==> config.mk <==
export PLATFORM = sky130hd
export DESIGN_NAME = sync_edge_filter
export DESIGN_NICKNAME = d
export VERILOG_FILES = /design/src/rtl/sync_edge_filter.sv
export SDC_FILE = /design/constraint.sdc
export NUM_CORES = 1
export LEC_CHECK = 0
export ABC_CLOCK_PERIOD_IN_PS = 2400
export CORE_MARGIN = 2
export CORE_UTILIZATION = 50
export CTS_CLUSTER_DIAMETER = 50
export DETAILED_ROUTE_END_ITERATION = 10
export GPL_TIMING_DRIVEN = 0
export PLACE_DENSITY = 0.88
export SLEW_MARGIN = 10
export SYNTH_ARGS = -nofsm -noshare
export SYNTH_HDL_FRONTEND = slang
export SYNTH_SLANG_ARGS = --single-unit
==> constraint.sdc <==
create_clock -name sys_clk -period 2.4 [get_ports sys_clk]
set_input_delay 0.48 -clock sys_clk [delete_from_list [all_inputs] [get_ports sys_clk]]
set_output_delay 0.48 -clock sys_clk [all_outputs]
set_load 0.005 [all_outputs]
==> src/rtl/sync_edge_filter.sv <==
// Glitch filter and edge detector for an already-synchronized level input.
// Define SYNC_EDGE_FILTER_SYNC_IN_EN to insert a two-flop synchronizer ahead of the FSM.
module sync_edge_filter #(
  parameter int unsigned FILT_CNT = 16,
  parameter int unsigned CNT_W    = 5,
  parameter int unsigned GLITCH_W = 8
) (
  input  logic                sys_clk,
  input  logic                rst_n,
  input  logic                i_signal,
  input  logic                i_en,
  input  logic                i_clr_glitch,
  output logic                o_level,
  output logic                o_rise,
  output logic                o_fall,
  output logic                o_busy,
  output logic [GLITCH_W-1:0] o_glitch_cnt
);

  typedef enum logic [1:0] {StLow, StQualH, StHigh, StQualL} state_e;

  localparam logic [CNT_W-1:0]    CntLast   = CNT_W'(FILT_CNT - 1);
  localparam logic [GLITCH_W-1:0] GlitchMax = '1;

  logic sig;

`ifdef SYNC_EDGE_FILTER_SYNC_IN_EN
  logic [1:0] sync_q;

  always_ff @(posedge sys_clk or negedge rst_n) begin
    if (!rst_n) begin
      sync_q <= 2'b00;
    end else begin
      sync_q <= {sync_q[0], i_signal};
    end
  end

  assign sig = sync_q[1];
`else
  assign sig = i_signal;
`endif

  state_e              state_q, state_d;
  logic [CNT_W-1:0]    cnt_q, cnt_d;
  logic                level_q, level_d;
  logic                rise_q, rise_d;
  logic                fall_q, fall_d;
  logic [GLITCH_W-1:0] glitch_q, glitch_d;
  logic                glitch_hit;

  always_comb begin
    state_d    = state_q;
    cnt_d      = cnt_q;
    level_d    = level_q;
    rise_d     = 1'b0;
    fall_d     = 1'b0;
    glitch_hit = 1'b0;

    if (!i_en) begin
      // Disabled: abandon any qualification, keep the accepted level.
      cnt_d = '0;
      if (state_q == StQualH) begin
        state_d = StLow;
      end else if (state_q == StQualL) begin
        state_d = StHigh;
      end
    end else begin
      unique case (state_q)
        StLow: begin
          if (sig) begin
            if (FILT_CNT == 1) begin
              state_d = StHigh;
              level_d = 1'b1;
              rise_d  = 1'b1;
              cnt_d   = '0;
            end else begin
              state_d = StQualH;
              cnt_d   = CNT_W'(1);
            end
          end
        end
        StQualH: begin
          if (sig) begin
            if (cnt_q == CntLast) begin
              state_d = StHigh;
              level_d = 1'b1;
              rise_d  = 1'b1;
              cnt_d   = '0;
            end else begin
              cnt_d = cnt_q + CNT_W'(1);
            end
          end else begin
            state_d    = StLow;
            cnt_d      = '0;
            glitch_hit = 1'b1;
          end
        end
        StHigh: begin
          if (!sig) begin
            if (FILT_CNT == 1) begin
              state_d = StLow;
              level_d = 1'b0;
              fall_d  = 1'b1;
              cnt_d   = '0;
            end else begin
              state_d = StQualL;
              cnt_d   = CNT_W'(1);
            end
          end
        end
        StQualL: begin
          if (!sig) begin
            if (cnt_q == CntLast) begin
              state_d = StLow;
              level_d = 1'b0;
              fall_d  = 1'b1;
              cnt_d   = '0;
            end else begin
              cnt_d = cnt_q + CNT_W'(1);
            end
          end else begin
            state_d    = StHigh;
            cnt_d      = '0;
            glitch_hit = 1'b1;
          end
        end
        default: begin
          state_d = StLow;
          cnt_d   = '0;
        end
      endcase
    end
  end

  // Clear takes priority over a coincident glitch; the count saturates.
  always_comb begin
    glitch_d = glitch_q;
    if (i_clr_glitch) begin
      glitch_d = '0;
    end else if (glitch_hit && (glitch_q != GlitchMax)) begin
      glitch_d = glitch_q + GLITCH_W'(1);
    end
  end

  always_ff @(posedge sys_clk or negedge rst_n) begin
    if (!rst_n) begin
      state_q  <= StLow;
      cnt_q    <= '0;
      level_q  <= 1'b0;
      rise_q   <= 1'b0;
      fall_q   <= 1'b0;
      glitch_q <= '0;
    end else begin
      state_q  <= state_d;
      cnt_q    <= cnt_d;
      level_q  <= level_d;
      rise_q   <= rise_d;
      fall_q   <= fall_d;
      glitch_q <= glitch_d;
    end
  end

  assign o_level      = level_q;
  assign o_rise       = rise_q;
  assign o_fall       = fall_q;
  assign o_busy       = (state_q == StQualH) || (state_q == StQualL);
  assign o_glitch_cnt = glitch_q;

endmodule

==> results by group, run 1 <==
Floorplanning
  • # rows: 15
  • Starting Density: 53.04%
  • IO Count: 17
  • Die Width: 46.57 µm
  • Area of the core: 0.001708 mm²
  • Die height: 46.57 µm
  • Die ar.: 0.002168 mm²

Synth
  • Syn_nets: 95
  • Post-synthesis sequential area ratio: 49.72%
  • Post-synth top area cell: dfrtp_1
  • Number of synthesized flops with an enable pin: 0
  • Async set or reset register ratio after synthesis: 100.0%
  • Post-synthesis register bit count: 18
  • Top FF cell, synth: dfrtp_1
  • Area contributors post-synth: dfrtp_1 (50%), a21oi_1 (3.9%), o21ai_0 (3.9%), xor2_1 (3.9%), nand3_1 (3.3%)
  • Yosys warns: 0
  • Top cell type's share of synthesized area: 49.72%
  • Synthesized cell area: 905.9 µm²
  • Post-synthesis cell type count: 33
  • Cells after Synth: 88
  • Syn avg cell area: 10.29 µm²

STA
  • Sum Neg Setup Slack: 0 ns
  • Final Max Tran Viols: 0
  • RSZ-0062 raised after global routing: false
  • Final period demand of the worst path: 1.898 ns
  • PnR worst setup slack: 0.5025 ns
  • Fin crit share: 79.06%
  • Hold Fails Final Rpt: 0
  • Setup Skew: 0.002797 ns
  • Rel. slew slack: 47.36%
  • Measured slew at the worst slew-check pin: 0.7872 ns
  • Number of setup violations in the final report: 0
  • Max Fclk: 0.5270 GHz

Clock tree
  • Clk slew on worst S/H paths: 0.10 ns
  • Setup bufs post-CTS: 0
  • CTS buffer count: 3
  • # resized after CTS: 0
  • Later-pin clock latency in the skew report: 0.29 ns
  • H-Tree Depth: 1
  • CTS Sinks: 18
  • Hold Buf Count CTS: 0
  • Longest Clk Path Bufs: 2
  • CTS tree: yes
  • Clk root buf: clkbuf_4

Power and ir drop
  • Worst vdd ir: 0.3202 mV
  • PwrDens: 476.9 mW/mm²
  • Pleak: 0.0004770 µW

Placed design
  • IO Port Bufs: 14
  • Detailed Place HPWL: 1.242 mm
  • RePlAce Congestion: 0.8375
  • Worst slack, placed: 0.1911 ns

Route
  • DRC viols: 0
  • TritonRoute pass-1 iters: 4
  • Antenna Nets Post-Route: 0
  • Vias post-DR: 732
  • Drt initial violations: 13
  • Drt wl/cell: 12.91 µm
  • Detailed Route WL: 1.691 mm
  • Vias per std cell: 5.588

Critical path
  • Max FO, Critical Path: 10
  • Worst Path Required: 2.63 ns
  • Kind of critical path: in2reg
  • Critical Path AT: 2.12 ns
  • Critical Path Sink Type: flip-flop
  • FF-to-FF path depth: 6
  • Critical path startpoint category: input pin

Global routing
  • Vias in the first global route: 692
  • First-pass GRT wire length: 2.911 mm
  • Grt ovf: 0
  • Pin count of the biggest net entering global routing: 19
  • Total global-route track usage: 19.37%
  • Initial antenna violation count: 0

Finish
  • Nets@finish: 114
  • P&R area growth vs syn: 22.93%
  • Antenna fix cells: 0
  • Most frequent cells in the layout: dfrtp_1 (18), clkdlybuf4s50_1 (14), a21oi_1 (7), o21ai_0 (7), nand3_1 (6)
  • Multi-input gate area: 420.4 µm²
  • Fillers: 135
  • Commonest non-fill, non-tap cell in the layout: dfrtp_1
  • Reg area: 450.4 µm²
  • Layout cells sized above 1: 10.38%

Run status
  • Status: completed

Hold path
  • Hold Path Cell Cnt: 3
  • Hold crit path type: in2reg

Job
  • Max_cap viols: 0
registers in the layout (all words and copies together), names as in the netlist, named ones only:
signal and count:
cnt_q 5, o_fall 1, o_glitch_cnt 8, o_level 1, o_rise 1, state_q 1
power by group:
| part | switching, µW | internal (µW) | leakage (µW) |
|---|---|---|---|
| Clock | 93.0 | 92.4 | 0.0000210 |
| Sequential | 3.46 | 306 | 0.000244 |
| Combinational | 21.8 | 14.2 | 0.000212 |
cell usage after synthesis (all sizes together) (2+ instances only):
master / number
nand4: 2
a21oi: 7
xor2: 4
clkbuf: 2
nor2b: 2
nand2: 5
nor2: 4
ha: 2
nand3: 6
nor3b: 2
o21ai: 7
dfrtp: 18
buf: 3
o31ai: 3
or4: 2
or3: 4
inv: 2
metrics by stage:
stage	total power (µW)	cells	instance area (µm²)	hold WS (ns)	utilization (%)
2_1_floorplan	334.0	88	905.9	0.1844	-
3_3_place_gp	351.0	127	1077	0.5134	63.08
3_5_place_dp	352.5	127	1077	0.5121	63.08
4_1_cts	540.3	131	1114	0.4745	65.20
5_1_grt	555.2	131	1114	0.4905	65.20
6_report	531.0	131	1114	0.4835	65.20
cells by family after synthesis:
logic type      after synthesis  share of synthesized area, %
fa+ha+maj                     2                         2.762
compound gates               23                         16.44
simple gates                 32                         20.44
xor+xnor                      5                         5.663
buf+inv                       7                         3.867
flops                        18                         49.72
mux                           1                         1.105
layout make-up:
class,count,area share [%]
Sequential cell,18,40.45
Multi-Input combinational cell,63,37.75
Timing Repair Buffer,14,12.58
Clock buffer,4,3.258
Tap cell,25,2.809
Buffer,5,2.472
Inverter,2,0.6742
metal layers:
layer	GRT usage (%)	wire [µm]
met1	24.21	763
met2	30.56	852
met3	3.922	66
met4	11.43	9
met5	0	0
critical path, stage by stage:
cell	delay, ns
clkdlybuf4s50_1	0.61
xnor2_2	0.17
o2111ai_2	0.19
buf_6	0.19
or3_1	0.34
a21oi_1	0.14
final timing paths:
kind / startpoint / end / slack [ns]
setup / recovery: i_signal / o_glitch_cnt[6] / 0.50
hold / removal: i_en / state_q[0] / 0.48
min in group asynchronous: rst_n / cnt_q[4] / 0.64
setup reg to reg: o_glitch_cnt[0] / o_glitch_cnt[6] / 0.70
hold reg to reg: cnt_q[4] / cnt_q[4] / 0.55
max in group asynchronous: rst_n / o_glitch_cnt[1] / 1.27
(Power assumes the default switching activity.)
==> run 2: changes to the inputs <==
--- a/config.mk
+++ b/config.mk
@@ -5,7 +5,7 @@
 export SDC_FILE = /design/constraint.sdc
 export NUM_CORES = 1
 export LEC_CHECK = 0
-export ABC_CLOCK_PERIOD_IN_PS = 2400
+export ABC_CLOCK_PERIOD_IN_PS = 2000
 export CORE_MARGIN = 2
 export CORE_UTILIZATION = 50
 export CTS_CLUSTER_DIAMETER = 50
==> constraint.sdc (replaced) <==
create_clock -name sys_clk -period 2 [get_ports sys_clk]
set_input_delay 0.4 -clock sys_clk [delete_from_list [all_inputs] [get_ports sys_clk]]
set_output_delay 0.4 -clock sys_clk [all_outputs]
set_load 0.005 [all_outputs]
==> results of run 2 <==
The final DEF is identical to that of run 1. Status: completed.
Main changes from that run: setup slack after placement 0.1911 ns -> -0.1289 ns; setup slack after layout 0.5025 ns -> 0.1825 ns; hold slack 0.4835 ns -> 0.4035 ns; register-to-register setup slack 0.70 ns -> 0.30 ns; total power 531.0 µW -> 637.3 µW; worst IR drop on VDD 0.3202 mV -> 0.3843 mV
